$ cat src/rtl/debouncer_pkg.sv
// Shared constants and helpers for the multi-channel debouncer.
package debouncer_pkg;

  localparam int unsigned DEFAULT_DEBOUNCE_VALUE = 100;
  localparam int unsigned MAX_CHANNELS           = 32;

  // Wide enough to hold 0..value; the count itself only reaches value-1.
  function automatic int unsigned cnt_width(input int unsigned value);
    return $clog2(value + 1);
  endfunction

endpackage

$ cat src/rtl/debounce_channel.sv
// Single-line debounce filter: stable level plus one-cycle rise/fall events.
module debounce_channel
  import debouncer_pkg::*;
#(
  parameter int unsigned DEBOUNCE_VALUE = DEFAULT_DEBOUNCE_VALUE,
  parameter bit          RESET_VALUE    = 1'b0
) (
  input  logic clk,
  input  logic reset,
  input  logic sample,
  output logic stable,
  output logic rise,
  output logic fall,
  output logic qualify
);

  localparam int unsigned            CNT_WIDTH = cnt_width(DEBOUNCE_VALUE);
  localparam logic [CNT_WIDTH-1:0]   CNT_LAST  = CNT_WIDTH'(DEBOUNCE_VALUE - 1);

  logic [CNT_WIDTH-1:0] cnt;

  // High on the edge where the new level is accepted; the top registers
  // the OR of these so any_change lines up with the pulses.
  assign qualify = (sample != stable) && (cnt == CNT_LAST);

  always_ff @(posedge clk or posedge reset) begin
    if (reset) begin
      stable <= RESET_VALUE;
      cnt    <= '0;
      rise   <= 1'b0;
      fall   <= 1'b0;
    end else begin
      rise <= 1'b0;
      fall <= 1'b0;
      if (sample == stable) begin
        cnt <= '0;
      end else if (qualify) begin
        stable <= sample;
        cnt    <= '0;
        rise   <= sample;
        fall   <= ~sample;
      end else begin
        cnt <= cnt + CNT_WIDTH'(1);
      end
    end
  end

endmodule

$ cat src/rtl/multi_debouncer.sv
// Multi-channel debouncer with per-channel rise/fall pulses and any_change.
// Optional two-flop input synchroniser enabled by defining DEBOUNCER_SYNC_EN.
module multi_debouncer
  import debouncer_pkg::*;
#(
  parameter int unsigned CHANNELS       = 4,
  parameter int unsigned DEBOUNCE_VALUE = DEFAULT_DEBOUNCE_VALUE,
  parameter bit          RESET_VALUE    = 1'b0
) (
  input  logic                clk,
  input  logic                reset,
  input  logic [CHANNELS-1:0] line,
  output logic [CHANNELS-1:0] debounced_line,
  output logic [CHANNELS-1:0] rise_pulse,
  output logic [CHANNELS-1:0] fall_pulse,
  output logic                any_change
);

  logic [CHANNELS-1:0] sample;
  logic [CHANNELS-1:0] qualify;

`ifdef DEBOUNCER_SYNC_EN
  logic [CHANNELS-1:0] sync_q1;
  logic [CHANNELS-1:0] sync_q2;

  always_ff @(posedge clk or posedge reset) begin
    if (reset) begin
      sync_q1 <= {CHANNELS{RESET_VALUE}};
      sync_q2 <= {CHANNELS{RESET_VALUE}};
    end else begin
      sync_q1 <= line;
      sync_q2 <= sync_q1;
    end
  end

  assign sample = sync_q2;
`else
  // Inputs are assumed already synchronous to clk in this build.
  assign sample = line;
`endif

  for (genvar i = 0; i < CHANNELS; i++) begin : g_chan
    debounce_channel #(
      .DEBOUNCE_VALUE (DEBOUNCE_VALUE),
      .RESET_VALUE    (RESET_VALUE)
    ) u_chan (
      .clk     (clk),
      .reset   (reset),
      .sample  (sample[i]),
      .stable  (debounced_line[i]),
      .rise    (rise_pulse[i]),
      .fall    (fall_pulse[i]),
      .qualify (qualify[i])
    );
  end

  always_ff @(posedge clk or posedge reset) begin
    if (reset) begin
      any_change <= 1'b0;
    end else begin
      any_change <= |qualify;
    end
  end

endmodule
$ cat config.mk
export PLATFORM = sky130hd
export DESIGN_NAME = multi_debouncer
export DESIGN_NICKNAME = d
export VERILOG_FILES = /design/src/rtl/debouncer_pkg.sv /design/src/rtl/debounce_channel.sv /design/src/rtl/multi_debouncer.sv
export SDC_FILE = /design/constraint.sdc
export NUM_CORES = 1
export LEC_CHECK = 0
export ABC_CLOCK_PERIOD_IN_PS = 1400
export CAP_MARGIN = 5
export CORE_MARGIN = 2
export CORE_UTILIZATION = 50
export CTS_CLUSTER_DIAMETER = 200
export DETAILED_ROUTE_END_ITERATION = 16
export GPL_ROUTABILITY_DRIVEN = 0
export PLACE_DENSITY = 0.74
export SYNTH_ARGS = -nofsm -noshare
export SYNTH_HDL_FRONTEND = slang
export SYNTH_SLANG_ARGS = --single-unit
$ cat constraint.sdc
create_clock -name clk -period 1.4 [get_ports clk]
set_input_delay 0.28 -clock clk [delete_from_list [all_inputs] [get_ports clk]]
set_output_delay 0.28 -clock clk [all_outputs]
set_load 0.005 [all_outputs]
==> summary.txt <==
Clock tree
  • CTS Buffer Depth: 2
  • Cts-stage hold buffer count: 0
  • Root Buffer: clkbuf_8
  • CTS clk-pin slew, worst paths: 0.08 ns
  • CTS tree: built
  • Htree depth: 2
  • Sink Count: between 40 and 50
  • Insertion delay to the later sink of the worst-skew pair: 0.29 ns
  • Total CTS buffers: 5

Die
  • Die height: 65.35 um
  • Die width: about 65 um
  • Starting density of the core: 51.79%
  • Core area: 0.003633 mm^2
  • FP Rows: 22
  • Die area: between 0.004 and 0.005 mm^2
  • I/O pin total: 19

Detailed routing
  • First drt pass iteration count: 4
  • Vias after detailed routing: ~1300
  • Routed Antenna Nets: 0
  • DRT Wirelength: roughly 3.6 mm
  • Drt via density: about 5.2
  • DRC viols: 0
  • Mean routed wirelength per cell: 14.30 um
  • Initial detailed-routing violation count: 64

Pwr
  • P_int: 1.853 mW
  • Net Sw Frac: between 20% and 30%
  • Clock Power Share: 33.8%
  • Sequential cell fraction of total power: 53.6%
  • Leakage power: roughly 1.1 nW
  • Logic pwr share: 12.6%
  • Tot Pwr: 2.456 mW
  • Pwr Density: 1002 mW/mm^2
  • Net switching power: about 600 uW
  • IR Drop Worst-Case VDD: just under 0.0008 V

Final layout
  • Reg area: slightly above 0.001 mm^2
  • # diodes: 0
  • Area growth from synthesis to layout: 30.19%
  • Nets: around 220
  • Commonest non-fill, non-tap cell in the layout: dfrtp_1
  • Layout cells sized above 1: about 30%
  • Final Core Density: about two thirds
  • Area of the multi-input gates: 877.1 um^2
  • Most frequent cells in the layout: 36 x dfrtp_1, 22 x buf_4, 16 x nor2_1
  • Fillers: approximately 290

GRT
  • Overall routing resource usage: a little under a fifth
  • Largest net degree at the start of global routing: 42
  • Initial antenna violation count: 0
  • Vias in the first global route: 1363
  • Global-route wire length before repair: roughly 6 mm
  • Grt ovf: 0

Logic synthesis
  • Yosys warns: 0
  • Distinct cells, synth: 25
  • Seq/Total Area, Yosys: 54.52%
  • FF+latch count, synth: 41
  • Synthesized netlist cell count: ~170
  • Syn_area_per_cell: about 11 um^2
  • Synthesized Nets: about 180
  • Area of the mapped netlist: approximately 0.0019 mm^2

Status
  • Violated checks: setup timing
  • Status: complete, but fails checks

Job
  • Max cap viols: 0

STA
  • Fin. max-slew vios: 0
  • Slew headroom: ~75%
  • Peak Freq: ~710 MHz
  • Final period util: 100.0%
  • Final count of hold timing violations: 0
  • Unrepaired setup endpoints after global routing: yes
  • Min Tclk post-route: 1.400 ns
  • Setup slack after layout: -0.00008604 ns
  • Final-report setup violation count: 1
  • Hold slack: ~0.33 ns
  • Slew @ Worst Pin: 0.3737 ns
  • Clock Skew: approximately 0.011 ns

Setup path
  • Crit-path max FO: 6
  • Endpoint class of the critical path: flop
  • R2R cell count: 3
  • Worst Path Arrival: 1.57 ns
  • CP Class: flop to flop
  • WP data required: between 1.5 and 2 ns
  • Startpoint types: flop

Place
  • PortBufs: 18
  • Post-DP HPWL: approximately 2.4 mm
  • DP Worst Slack: -0.07545 ns

Min path
  • Hold Crit Class: input pin to asynchronous set/reset pin
==> cell type report <==
class | instances | share of cell area (%)
flip-flops and latches | 41 | 42.13
multi-input cells | 114 | 35.80
repair buffers | 42 | 15.17
clock buffers | 7 | 3.933
well taps | 48 | 2.451
inverters | 2 | 0.3064
clock inverters | 1 | 0.2043
==> layer usage <==
metal	track usage, %	routed length [um]	part of all wire, %	vias to the layer above
met5	0	0	0	-
met3	4.452	122	3.3	5
met1	22.36	1559	43	652
met4	8.594	55	1.5	0
met2	32.14	1908	52	22
li1	-	-	-	655
==> state kept, by name, indices dropped and copies added (netlist names) <==
register and flops:
g_chan.u_chan.fall 4, g_chan.u_chan.stable 4, g_chan.u_chan.cnt 28, g_chan.u_chan.rise 4, any_change 1
==> power by group through the flow <==
stage | combinational (mW) | sequential (mW) | clock (mW)
detailed placement | 0.269 | 1.33 | 0
floorplan | 0.161 | 1.32 | 0
global placement | 0.262 | 1.32 | 0
global route | 0.348 | 1.33 | 0.904
CTS | 0.289 | 1.30 | 0.851
finish | 0.310 | 1.32 | 0.829
==> kinds of logic (layout without fill, tap and decap cells) <==
| family | count (synthesis) | in the layout | share of synthesized area (%) |
|---|---|---|---|
| simple gates | 69 | 69 | 21.14 |
| mux | 4 | 4 | 2.393 |
| buf+inv | 14 | 52 | 5.187 |
| fa+ha+maj | 4 | 4 | 2.660 |
| xor+xnor | 16 | 16 | 7.447 |
| compound gates | 21 | 21 | 6.649 |
| flops | 41 | 41 | 54.52 |
==> through the flow <==
| stage | area [um^2] | instances | TNS, ns |
|---|---|---|---|
| finish | 2450 | 255 | -0.00008604 |
| global route | 2450 | 255 | -0.3782 |
| CTS | 2318 | 252 | 0 |
| detailed placement | 2165 | 239 | -0.6738 |
| global placement | 2165 | 239 | -0.06758 |
| floorplan | 1882 | 169 | 0 |
==> worst max-delay path: stages, from the launching register on <==
cell	delay (ns)
dfrtp_1	0.42
or4b_4	0.56
o21ai_4	0.23
a21oi_1	0.07
==> Yosys cell counts <==
master | instances | share of area [%]
mux2_1 | 3 | 1.8
or3_1 | 8 | 2.7
nand4_1 | 2 | 0.66
nand2_1 | 9 | 1.8
xor2_1 | 11 | 5.1
ha_1 | 4 | 2.7
and3_1 | 3 | 1.0
nand3_1 | 15 | 4.0
or4b_1 | 2 | 1.1
mux2_2 | 1 | 0.60
and4bb_2 | 1 | 0.66
inv_1 | 2 | 0.40
nor4b_2 | 3 | 2.4
nor3b_1 | 8 | 3.2
a21oi_1 | 8 | 2.1
xnor2_1 | 5 | 2.3
o21ai_0 | 8 | 2.1
nor2_1 | 17 | 3.4
o21ai_2 | 2 | 0.93
dfrtp_1 | 41 | 55
buf_4 | 12 | 4.8
a31o_2 | 1 | 0.47
o2111ai_1 | 1 | 0.47
nor2b_1 | 1 | 0.33
a21bo_2 | 1 | 0.53
==> final timing paths <==
path,from,end,slack [ns]
worst max-delay path,g_chan[2].u_chan.cnt[2],g_chan[2].u_chan.cnt[5],-0.00009
worst min-delay path,reset,g_chan[3].u_chan.cnt[6],0.33
worst max register to register,g_chan[2].u_chan.cnt[2],g_chan[2].u_chan.cnt[5],-0.00009
worst min register to register,g_chan[3].u_chan.cnt[0],g_chan[3].u_chan.cnt[0],0.48
max in group asynchronous,reset,g_chan[0].u_chan.cnt[3],0.84
min in group clk,g_chan[3].u_chan.cnt[0],g_chan[3].u_chan.cnt[0],0.48
==> what timing repair did <==
| item | in CTS | in global routing |
|---|---|---|
| buffers inserted | 5 | 3 |
| pin swaps | 2 | 11 |
| endpoints found under the setup margin | 21 | 28 |
| gates cloned | 0 | 0 |
| resized for setup | 16 | 26 |
Note: power is estimated with default switching activity, not from simulation.
